==> src/rtl/sys_bus_pkg.sv <==
// Shared types and constants for the system-bus controller.
package sys_bus_pkg;

    typedef enum logic [1:0] {
        IDLE   = 2'd0,
        ACCESS = 2'd1,
        DONE   = 2'd2
    } bus_state_e;

    // Slot 0 = data memory at nibble 0, then accel/GPIO/timer at 8/9/A.
    localparam logic [15:0] SLOT_BASE_DEF = {4'hA, 4'h9, 4'h8, 4'h0};

    localparam int unsigned SLOT_MEM  = 0;
    localparam int unsigned SLOT_FACT = 1;
    localparam int unsigned SLOT_GPIO = 2;
    localparam int unsigned SLOT_TMR  = 3;

endpackage

==> src/rtl/sys_bus_dec.sv <==
// Address-nibble decoder: matches against the slot base table, lowest index wins.
module sys_bus_dec
    import sys_bus_pkg::*;
#(
    parameter int unsigned       NSLV      = 4,
    parameter int unsigned       SW        = 2,
    parameter logic [NSLV*4-1:0] SLOT_BASE = SLOT_BASE_DEF
) (
    input  logic [3:0]    nib,
    output logic          hit_c,
    output logic [SW-1:0] slot_c
);

    // Scan from the top down so the lowest matching slot is written last.
    always_comb begin
        hit_c  = 1'b0;
        slot_c = '0;
        for (int k = int'(NSLV) - 1; k >= 0; k--) begin
            if (nib == SLOT_BASE[4*k +: 4]) begin
                hit_c  = 1'b1;
                slot_c = SW'(k);
            end
        end
    end

endmodule

==> src/rtl/sys_bus_ctrl.sv <==
// CPU-to-slave bus controller: decode, one-hot select, ready wait with timeout,
// registered read data and sticky error address.
module sys_bus_ctrl
    import sys_bus_pkg::*;
#(
    parameter int unsigned       NSLV      = 4,
    parameter int unsigned       AW        = 12,
    parameter int unsigned       DW        = 32,
    parameter logic [NSLV*4-1:0] SLOT_BASE = SLOT_BASE_DEF,
    parameter int unsigned       TIMEOUT   = 15
) (
    input  logic               clk,
    input  logic               rst_n,
    input  logic               req,
    input  logic [AW-3:0]      a,
    input  logic               we,
    input  logic [DW-1:0]      wd,
    output logic [DW-1:0]      rdata,
    output logic               ready,
    output logic               err,
    output logic [AW-3:0]      err_addr,
    output logic [NSLV-1:0]    sel_s,
    output logic [NSLV-1:0]    we_s,
    output logic [AW-3:0]      addr_s,
    output logic [DW-1:0]      wd_s,
    input  logic [NSLV*DW-1:0] rd_s,
    input  logic [NSLV-1:0]    rdy_s
);

    localparam int unsigned SW = (NSLV > 1) ? $clog2(NSLV) : 1;
    localparam int unsigned CW = $clog2(TIMEOUT + 1);

    bus_state_e        state_q, state_d;
    logic [CW-1:0]     cnt_q, cnt_d, cnt_inc;
    logic [SW-1:0]     slot_q, slot_d;
    logic [NSLV-1:0]   sel_q, sel_d, we_s_q, we_s_d, onehot;
    logic [AW-3:0]     addr_q, addr_d, err_addr_q, err_addr_d;
    logic [DW-1:0]     wd_q, wd_d, rdata_q, rdata_d;
    logic              ready_q, ready_d, err_q, err_d;
    logic              dec_hit;
    logic [SW-1:0]     dec_slot;

    sys_bus_dec #(
        .NSLV      (NSLV),
        .SW        (SW),
        .SLOT_BASE (SLOT_BASE)
    ) u_dec (
        .nib    (a[AW-3 -: 4]),
        .hit_c  (dec_hit),
        .slot_c (dec_slot)
    );

    assign onehot  = NSLV'(1) << dec_slot;
    assign cnt_inc = cnt_q + CW'(1);

    always_comb begin
        state_d    = state_q;
        cnt_d      = cnt_q;
        slot_d     = slot_q;
        sel_d      = sel_q;
        we_s_d     = we_s_q;
        addr_d     = addr_q;
        wd_d       = wd_q;
        rdata_d    = rdata_q;
        ready_d    = 1'b0;
        err_d      = err_q;
        err_addr_d = err_addr_q;

        unique case (state_q)
            IDLE: begin
                if (req) begin
                    addr_d = a;
                    wd_d   = wd;
                    if (dec_hit) begin
                        slot_d  = dec_slot;
                        cnt_d   = '0;
                        sel_d   = onehot;
                        we_s_d  = we ? onehot : '0;
                        state_d = ACCESS;
                    end else begin
                        // Unmapped: addr_s is loading this same cycle, so capture a directly.
                        ready_d    = 1'b1;
                        err_d      = 1'b1;
                        rdata_d    = '0;
                        err_addr_d = a;
                        state_d    = DONE;
                    end
                end
            end
            ACCESS: begin
                cnt_d = cnt_inc;
                if (rdy_s[slot_q]) begin
                    ready_d = 1'b1;
                    err_d   = 1'b0;
                    rdata_d = (|we_s_q) ? '0 : rd_s[int'(slot_q)*DW +: DW];
                    sel_d   = '0;
                    we_s_d  = '0;
                    state_d = DONE;
                end else if (cnt_inc == CW'(TIMEOUT)) begin
                    ready_d    = 1'b1;
                    err_d      = 1'b1;
                    rdata_d    = '0;
                    err_addr_d = addr_q;
                    sel_d      = '0;
                    we_s_d     = '0;
                    state_d    = DONE;
                end
            end
            DONE:    state_d = IDLE;
            default: state_d = IDLE;
        endcase
    end

    always_ff @(posedge clk or negedge rst_n) begin
        if (!rst_n) begin
            state_q    <= IDLE;
            cnt_q      <= '0;
            slot_q     <= '0;
            sel_q      <= '0;
            we_s_q     <= '0;
            addr_q     <= '0;
            wd_q       <= '0;
            rdata_q    <= '0;
            ready_q    <= 1'b0;
            err_q      <= 1'b0;
            err_addr_q <= '0;
        end else begin
            state_q    <= state_d;
            cnt_q      <= cnt_d;
            slot_q     <= slot_d;
            sel_q      <= sel_d;
            we_s_q     <= we_s_d;
            addr_q     <= addr_d;
            wd_q       <= wd_d;
            rdata_q    <= rdata_d;
            ready_q    <= ready_d;
            err_q      <= err_d;
            err_addr_q <= err_addr_d;
        end
    end

    assign rdata    = rdata_q;
    assign ready    = ready_q;
    assign err      = err_q;
    assign err_addr = err_addr_q;
    assign sel_s    = sel_q;
    assign we_s     = we_s_q;
    assign addr_s   = addr_q;
    assign wd_s     = wd_q;

endmodule

==> config.mk <==
export PLATFORM = sky130hd
export DESIGN_NAME = sys_bus_ctrl
export DESIGN_NICKNAME = d
export VERILOG_FILES = /design/src/rtl/sys_bus_pkg.sv /design/src/rtl/sys_bus_dec.sv /design/src/rtl/sys_bus_ctrl.sv
export SDC_FILE = /design/constraint.sdc
export NUM_CORES = 1
export LEC_CHECK = 0
export BUFFER_PORTS_ARGS = -buffer_cell sky130_fd_sc_hd__buf_4
export CORE_UTILIZATION = 30
export CTS_CLUSTER_DIAMETER = 200
export DETAILED_ROUTE_END_ITERATION = 7
export PLACE_DENSITY = 0.62
export SYNTH_ARGS = -nofsm -noshare
export SYNTH_HDL_FRONTEND = slang
export SYNTH_HIERARCHICAL = 1
export SYNTH_SLANG_ARGS = --single-unit
==> constraint.sdc <==
create_clock -name clk -period 1.8 [get_ports clk]
set_input_delay 0.09 -clock clk [delete_from_list [all_inputs] [get_ports clk]]
set_output_delay 0.09 -clock clk [all_outputs]
set_load 0.1 [all_outputs]
Word level (Yosys, flattened, before mapping)
Index checks and enable logic that the tools add are counted.

Reductions and logical operators: 11. Shift operators: 2. Eq/ne operators: 11. Mux-type cells: 48. $add $sub $neg: 1. $lt $le $gt $ge: 1.

Operators with widths (number): $mux W32 (5); $shiftx A128 B8 Y32 (1); $pmux W32 S2 (1); $mux W10 (4); $mux W4 (9); $pmux W4 S2 (3); $pmux W10 S2 (1); $eq A4 B4 Y1 const B (4); $mux W2 (8); $mux W1 (13); $ne A2 B2 Y1 const B (5); $reduce_and A4 Y1 (2); $reduce_and A3 Y1 (2); $reduce_and A5 Y1 (1); $add A4 B1 Y4 const B (1); $logic_not A4 Y1 (1); $pmux W1 S2 (2); $pmux W2 S2 (1); $reduce_and A2 Y1 (2); $reduce_or A4 Y1 (1); $shl A1 B2 Y4 const A (1); $lt A2 B3 Y1 const B (1); $ne A3 B3 Y1 const B (1); $bmux W1 S2 (1); 3 further kinds (3).

Input port bits: 178. Output and inout bits: 94. Logic and storage cells: 85. Register bits: 102.

Depth between registers and ports, before layout
Gate-level depths: netlist (run 1).

Depth in word-level cells: 10. Depth in mapped cells: 8. Mapped depth without buffers: 6.

Modules after synthesis
Netlist (run 1), hierarchy kept.

Modules (own cells, without submodules): sys_bus_ctrl (times used 1, seq. area each 2552.4 µm², area an instance 4762.1 µm², cells an instance 331); sys_bus_dec (times used 1, seq. area each 0.0 µm², area an instance 45.0 µm², cells an instance 7).

Worst setup path after synthesis (run 1)
OpenSTA, ideal clock, no wires.

Kind: reg2reg. Start: reg we_s_q[1] (netlist: we_s[1]). End: reg rdata_q[10] (netlist: rdata[10]). Period minus slack after synthesis: 2.112 ns. Setup slack: -0.312 ns. Data arrival time: 2.043 ns. Cell stages (with the launch flop): 5. Library setup time: 0.069 ns. Cells stage by stage: dfrtp_1 -> or4_1 -> nor3_2 -> clkbuf_1 -> a22o_1.

Cells in the longest elaborated chain, start to end: 4.

RTL lines: start, declared (line sys_bus_ctrl.sv:36) `logic [NSLV-1:0] sel_q, sel_d, we_s_q, we_s_d, onehot;`; start signal, assigned (line sys_bus_ctrl.sv:132) `we_s_q <= we_s_d;`; $reduce_or A4 Y1 (line sys_bus_ctrl.sv:95) `rdata_d = (|we_s_q) ? '0 : rd_s[int'(slot_q)*DW +: DW];`; $mux W32 (line sys_bus_ctrl.sv:95); $mux W32 (line sys_bus_ctrl.sv:92) `if (rdy_s[slot_q]) begin`; $pmux W32 S2 (line sys_bus_ctrl.sv:69) `unique case (state_q)`; end signal, assigned (line sys_bus_ctrl.sv:135) `rdata_q <= rdata_d;`; end, declared (line sys_bus_ctrl.sv:38) `logic [DW-1:0] wd_q, wd_d, rdata_q, rdata_d;`.

Every way passes these cells. A chain may end at the register's enable or synchronous reset.

Worst setup path in the final report (run 1)
Start: reg cnt_q[0]. End: reg err_addr_q[4] (netlist: err_addr[4]).

Cells in the longest elaborated chain, start to end: 4.

RTL lines: start, declared (line sys_bus_ctrl.sv:34) `logic [CW-1:0] cnt_q, cnt_d, cnt_inc;`; start signal, assigned (line sys_bus_ctrl.sv:129) `cnt_q <= cnt_d;`; $add A4 B1 Y4 (line sys_bus_ctrl.sv:54) `assign cnt_inc = cnt_q + CW'(1);`; $eq A4 B4 Y1 (line sys_bus_ctrl.sv:99) `end else if (cnt_inc == CW'(TIMEOUT)) begin`; $ne A2 B2 Y1 (no line); $reduce_and A5 Y1 (no line); end signal, assigned (line sys_bus_ctrl.sv:138) `err_addr_q <= err_addr_d;`; end, declared (line sys_bus_ctrl.sv:37) `logic [AW-3:0] addr_q, addr_d, err_addr_q, err_addr_d;`.

Every way passes these cells.

==> impl_metrics.env, run 1 <==
export IMPL_status="complete, but fails checks"
export IMPL_violations="negative setup slack"
export IMPL_grt_use_total_pct=17.44
export IMPL_maxCapViolCount=0
export IMPL_dp_hpwl_mm=10.92
export IMPL_hold_viol=0
export IMPL_synthXorXnorAreaFrac_pct=0.3644
export IMPL_die_w_um=128.6
export IMPL_p_total_mw=15.01
export IMPL_stdcell_count=875
export IMPL_io_pins=272
export IMPL_synth_seq_cells=102
export IMPL_synthTopCellsByCount="102 x dfrtp_1, 50 x mux2_2, 37 x nand2_1, 36 x a22o_1, 33 x mux4_2"
export IMPL_cts_tree="done"
export IMPL_cts_root_buf="clkbuf_16"
export IMPL_path_class="register to register"
export IMPL_finalSetupTns_ns=-1.768
export IMPL_yosys_cell_types_count=34
export IMPL_fin_skew_ns=0.008936
export IMPL_synth_adder_area_share_pct=0.5206
export IMPL_clk_pin_slew_ns=0.07
export IMPL_place_congestion=0.7371
export IMPL_start_util_pct=31.16
export IMPL_powerDensity_nw_per_um2=1877
export IMPL_clk_path_buf_depth=2
export IMPL_syn_nets=518
export IMPL_synth_compound_area_share_pct=10.26
export IMPL_wl_per_cell_um=16.33
export IMPL_post_route_min_period_ns=1.887
export IMPL_route_met2_wl_mm=7.733
export IMPL_hold_ws_ns=0.02608
export IMPL_dr_pass1_iters=4
export IMPL_netlist_area_um2=4807
export IMPL_nNetsFinal=839
export IMPL_cp_required_ns=2.02
export IMPL_area_growth_pct=66.35
export IMPL_drv_slew=0
export IMPL_yosysTopAreaCell="dfrtp_1"
export IMPL_timing_fmax_ghz=0.5298
export IMPL_core_area_um2=15430
export IMPL_synth_simple_area_share_pct=5.674
export IMPL_cp_slowest_stage_delay_ns=0.41
export IMPL_clk_insertion_delay_late_ns=0.34
export IMPL_ys_seq_area_share_pct=53.10
export IMPL_rsz0062_at_grt="true"
export IMPL_drc=0
export IMPL_grt_start_max_net_pins=43
export IMPL_insertedDiodeCount=0
export IMPL_viasPerCell=4.730
export IMPL_htreeDepth=3
export IMPL_wl_met1_mm=5.426
export IMPL_dr_wl_met3_um=737
export IMPL_final_area_um2=7996
export IMPL_critPathArrivalTime_ns=2.11
export IMPL_synth_top_area_share_pct=53.10
export IMPL_drt_initial_drc_count=128
export IMPL_synthArstFlopShare_pct=100.0
export IMPL_synth_flop_cell="dfrtp_1"
export IMPL_portBuffers=271
export IMPL_peakVddDrop_mv=1.116
export IMPL_r2r_slack_ns=-0.09
export IMPL_fin_ws_ns=-0.08749
export IMPL_top_layer_used="met4"
export IMPL_drive_gt1_share_pct=61.45
export IMPL_vias=4139
export IMPL_rows=45
export IMPL_clock_sinks=102
export IMPL_place_area_um2=7261
export IMPL_hp_class="primary input to register"
export IMPL_post_place_ws_ns=-0.1184
export IMPL_synth_edff_count=0
export IMPL_grt_antenna_before_repair=0
export IMPL_synth_mux_area_share_pct=27.64
export IMPL_syn_area_per_cell_um2=14.22
export IMPL_yosysMostFrequentCell="dfrtp_1"
export IMPL_drt_wl_total_mm=14.29
export IMPL_critPathCaptureType="register"
export IMPL_final_core_util_pct=51.83
export IMPL_finalSetupViolations=46
export IMPL_grt_pass1_wl_mm=21.90
export IMPL_die_h_um=128.6
export IMPL_max_slew_margin_rel_pct=46.99
export IMPL_worstPathCellList="inv_1 -> ha_2 -> and4b_1 -> a31oi_4 -> o32ai_4 -> buf_12 -> mux2_2"
export IMPL_cts_buffers=9
export IMPL_grt_ovfl_total=0
export IMPL_ant_nets=0
export IMPL_worstMarginPinSlew_ns=0.7922
export IMPL_die_area_um2=16530
export IMPL_finalCritPeriodShare_pct=104.9
export IMPL_placed_cells=817
export IMPL_grt_pass1_vias=4419
export IMPL_yosysWarnings=6
export IMPL_power_leakage_nw=3.790
export IMPL_startpoint_type="register"
export IMPL_critPathMaxFanout=10
export IMPL_synth_top_family_by_area="multiplexers"
export IMPL_synth_cells=338
export IMPL_yosys_top_cells_area="dfrtp_1 53%, mux4_2 15%, mux2_2 12%"
export IMPL_cpMaxStageDelayCell="dfrtp_1"
-- final timing paths --
path,startpoint,end,cells after the start
min,a[8],addr_s[8]$_DFFE_PN0P_,2
min reg2reg,rdata[29]$_DFFE_PN0P_,rdata[29]$_DFFE_PN0P_,1
max reg2reg,cnt_q[0]$_DFFE_PN0P_,err_addr[4]$_DFFE_PN0P_,7
min in group asynchronous,rst_n,wd_s[13]$_DFFE_PN0P_,2
max,cnt_q[0]$_DFFE_PN0P_,err_addr[4]$_DFFE_PN0P_,7
max in group asynchronous,rst_n,wd_s[20]$_DFFE_PN0P_,3
-- cells in the final DEF (no fill, tap or decap), types with 2 or more instances in the layout --
cell type | synthesis | routed
a21oi_1 | 5 | 5
dfrtp_2 | 0 | 4
a32o_1 | 4 | 4
mux2_2 | 50 | 49
buf_12 | 0 | 5
nand2b_1 | 3 | 3
buf_4 | 0 | 285
dfrtp_1 | 102 | 97
buf_6 | 1 | 2
xnor2_1 | 2 | 2
mux4_2 | 33 | 33
a21o_1 | 2 | 2
clkbuf_1 | 16 | 3
a22o_1 | 36 | 36
nor2_1 | 6 | 5
nand3_1 | 3 | 3
inv_1 | 6 | 5
o21ai_0 | 6 | 6
clkbuf_16 | 0 | 9
mux2_4 | 0 | 2
clkinv_2 | 0 | 2
a31o_4 | 0 | 2
dlygate4sd3_1 | 0 | 40
ha_2 | 0 | 2
nand2_1 | 37 | 37
-- critical path: cells and delay by family, from the launching register on --
family	cells	cell delay (ns)
AOI/OAI and AO/OA	2	0.38
adders and majority gates	1	0.17
buffers and inverters	2	0.25
DFF	1	0.41
muxes	1	0.33
and+or+nand+nor	1	0.23
-- cell families after synthesis --
| logic type | count (synthesis) |
|---|---|
| DFF | 102 |
| muxes | 85 |
| and+or+nand+nor | 60 |
| AOI/OAI and AO/OA | 59 |
| buffers and inverters | 28 |
| xor gates and xnor gates | 2 |
| adders and majority gates | 2 |
-- cell type report --
type	count	area, um^2
clock buffers	12	236.5
clock inverters	4	48.80
fillers	1381	7431
inverters	6	22.52
multi-input cells	208	2201
flip-flops and latches	102	2561
well taps	211	264.0
repair buffers	332	2663
-- repair_timing --
| item | 4_1_cts | 5_1_grt |
|---|---|---|
| pin swaps | 0 | 0 |
| endpoints found under the setup margin | 52 | 50 |
| hold buffers | 40 | 0 |
| gates resized for setup | 6 | 1 |
| endpoints found under the hold margin | 70 | 0 |
| setup buffers | 2 | 0 |
-- report_power, final --
part | switching, mW | internal [mW]
Clock | 0.819 | 1.08
Sequential | 0.524 | 3.11
Combinational | 7.02 | 2.46
-- layer usage --
layer / GRT usage [%] / up-vias
met5: 0 / -
met2: 32.15 / 166
met3: 3.368 / 24
met1: 19.47 / 2033
met4: 7.682 / 0
li1: - / 1916
-- flip-flops by register name, summed over array words and instances (netlist names) --
name / count
slot_q: 2
rdata: 32
sel_s: 4
err_addr: 10
we_s: 4
ready: 1
err: 1
addr_s: 10
cnt_q: 4
state_q: 2
wd_s: 32
(Power assumes the default switching activity.)
==> run 2, diff against run 1 <==
==> constraint.sdc (replaced) <==
create_clock -name clk -period 1.7 [get_ports clk]
set_input_delay 0.085 -clock clk [delete_from_list [all_inputs] [get_ports clk]]
set_output_delay 0.085 -clock clk [all_outputs]
set_load 0.1 [all_outputs]
==> run 2 against run 1 <==
The run still ends with negative setup slack left. Via count grew 1.8%. Maximum frequency hardly changed. Global-route usage grew 0.20 points. Sequential power is 6.3% higher. Die area stayed put. Clock-buffer cell count down 1.
==> impl_metrics.env, run 2 (synthesis gave the netlist of run 1 again) <==
export IMPL_cts_buffers=9
export IMPL_die_h_um=128.6
export IMPL_final_area_um2=8198
export IMPL_dr_pass1_iters=4
export IMPL_wl_per_cell_um=16.45
export IMPL_path_class="register to register"
export IMPL_start_util_pct=31.16
export IMPL_status="complete, but fails checks"
export IMPL_critPathArrivalTime_ns=2.11
export IMPL_grt_ovfl_total=0
export IMPL_max_slew_margin_rel_pct=47.59
export IMPL_cp_required_ns=1.93
export IMPL_grt_pass1_vias=4429
export IMPL_pwr_share_comb_pct=62.9
export IMPL_clk_insertion_delay_late_ns=0.34
export IMPL_clkPwrFrac_pct=13.5
export IMPL_drv_slew=0
export IMPL_finalCritPeriodShare_pct=111.1
export IMPL_final_core_util_pct=53.14
export IMPL_cts_tree="done"
export IMPL_violations="negative setup slack"
export IMPL_rows=45
export IMPL_critPathBufInv=2
export IMPL_hold_ws_ns=0.01697
export IMPL_critPathMaxFanout=8
export IMPL_stdcell_count=885
export IMPL_portBuffers=271
export IMPL_fin_skew_ns=0.008909
export IMPL_cts_root_buf="clkbuf_16"
export IMPL_finalSetupViolations=53
export IMPL_htreeDepth=3
export IMPL_grt_start_max_net_pins=52
export IMPL_area_growth_pct=70.54
export IMPL_peakVddDrop_mv=1.230
export IMPL_dp_hpwl_mm=11.00
export IMPL_drt_wl_total_mm=14.56
export IMPL_drive_gt1_share_pct=62.61
export IMPL_grt_antenna_before_repair=0
export IMPL_rsz0062_at_grt="true"
export IMPL_placed_cells=826
export IMPL_place_area_um2=7357
export IMPL_p_seq_share_pct=23.6
export IMPL_drc=0
export IMPL_finalSetupTns_ns=-8.278
export IMPL_viasPerCell=4.759
export IMPL_crit_family="compound AO/OA/AOI/OAI gates"
export IMPL_timing_fmax_ghz=0.5297
export IMPL_die_area_um2=16530
export IMPL_power_leakage_nw=3.911
export IMPL_cpMaxStageDelayCell="dfrtp_1"
export IMPL_clock_sinks=102
export IMPL_worstMarginPinSlew_ns=0.7832
export IMPL_p_total_mw=16.34
export IMPL_post_place_ws_ns=-0.2200
export IMPL_place_congestion=0.7815
export IMPL_p_switching_mw=8.918
export IMPL_io_pins=272
export IMPL_ant_nets=0
export IMPL_clk_pin_slew_ns=0.07
export IMPL_grt_use_total_pct=17.64
export IMPL_insertedDiodeCount=0
export IMPL_critPathCaptureType="register"
export IMPL_maxCapViolCount=0
export IMPL_clk_path_buf_depth=2
export IMPL_nNetsFinal=849
export IMPL_startpoint_type="register"
export IMPL_die_w_um=128.6
export IMPL_final_common_cell="buf_4"
export IMPL_core_area_um2=15430
export IMPL_hold_viol=0
export IMPL_final_cell_mix="293 x buf_4, 97 x dfrtp_1, 42 x mux2_2, 39 x dlygate4sd3_1, 37 x nand2_1"
export IMPL_fin_ws_ns=-0.1879
export IMPL_post_route_min_period_ns=1.888
export IMPL_sw_frac_of_total_pct=54.57
export IMPL_drt_initial_drc_count=136
export IMPL_p_int_mw=7.426
export IMPL_cp_slowest_stage_delay_ns=0.42
export IMPL_grt_pass1_wl_mm=22.35
export IMPL_vias=4212
export IMPL_powerDensity_nw_per_um2=1994
export IMPL_worstPathCellList="ha_1 -> nor2b_2 -> a31oi_4 -> buf_6 -> a31o_4 -> clkbuf_16 -> a22o_1"
export IMPL_hp_class="primary input to register"
==> run 2: path summary, 6_finish.rpt <==
kind | from | endpoint | slack (ns) | cells after the start
worst max-delay path | cnt_q[0]$_DFFE_PN0P_ | rdata[12]$_DFFE_PN0P_ | -0.19 | 7
worst min-delay path | a[9] | addr_s[9]$_DFFE_PN0P_ | 0.02 | 2
worst max register to register | cnt_q[0]$_DFFE_PN0P_ | rdata[12]$_DFFE_PN0P_ | -0.19 | 7
worst min register to register | rdata[12]$_DFFE_PN0P_ | rdata[12]$_DFFE_PN0P_ | 0.51 | 1
max in group asynchronous | rst_n | rdata[17]$_DFFE_PN0P_ | 0.81 | 3
min in group asynchronous | rst_n | addr_s[1]$_DFFE_PN0P_ | 0.21 | 2
==> run 2: metal layers <==
metal | global-route usage [%] | part of all wire (%)
met1 | 19.97 | 38
met2 | 32.91 | 54
met3 | 3.326 | 5.8
met4 | 6.367 | 1.9
met5 | 0 | 0
==> run 2: repair_timing <==
| item | 4_1_cts | 5_1_grt |
|---|---|---|
| hold endpoints to repair | 64 | 0 |
| cloned | 1 | 1 |
| pin swaps | 0 | 4 |
| resized for setup | 2 | 12 |
| setup buffers | 1 | 1 |
| hold buffers | 39 | 0 |
| endpoints found under the setup margin | 53 | 54 |
==> run 2: area by class of cell <==
type / count / area, um^2
inverter: 6 / 22.52
tap: 211 / 264.0
sequential: 102 / 2561
fill: 1370 / 7229
timing repair buffer: 342 / 2794
clock buffer: 11 / 242.7
multi-input combinational: 208 / 2232
clock inverter: 5 / 81.33
==> run 2: power groups by stage <==
| stage | combinational (mW) | sequential, mW | clock, mW |
|---|---|---|---|
| after global routing | 10.6 | 3.97 | 2.39 |
| after floorplan | 1.80 | 9.68 | 0 |
| final | 10.3 | 3.86 | 2.21 |
| after detailed placement | 10.0 | 3.90 | 0 |
| after global placement | 9.96 | 3.85 | 0 |
| after CTS | 10.2 | 3.86 | 2.28 |
==> run 2: worst register-to-register path, stage by stage, from the launching register on <==
cell and delay (ns):
dfrtp_1 0.42, ha_1 0.25, nor2b_2 0.18, a31oi_4 0.12
buf_6 0.14, a31o_4 0.25, clkbuf_16 0.18, a22o_1 0.22
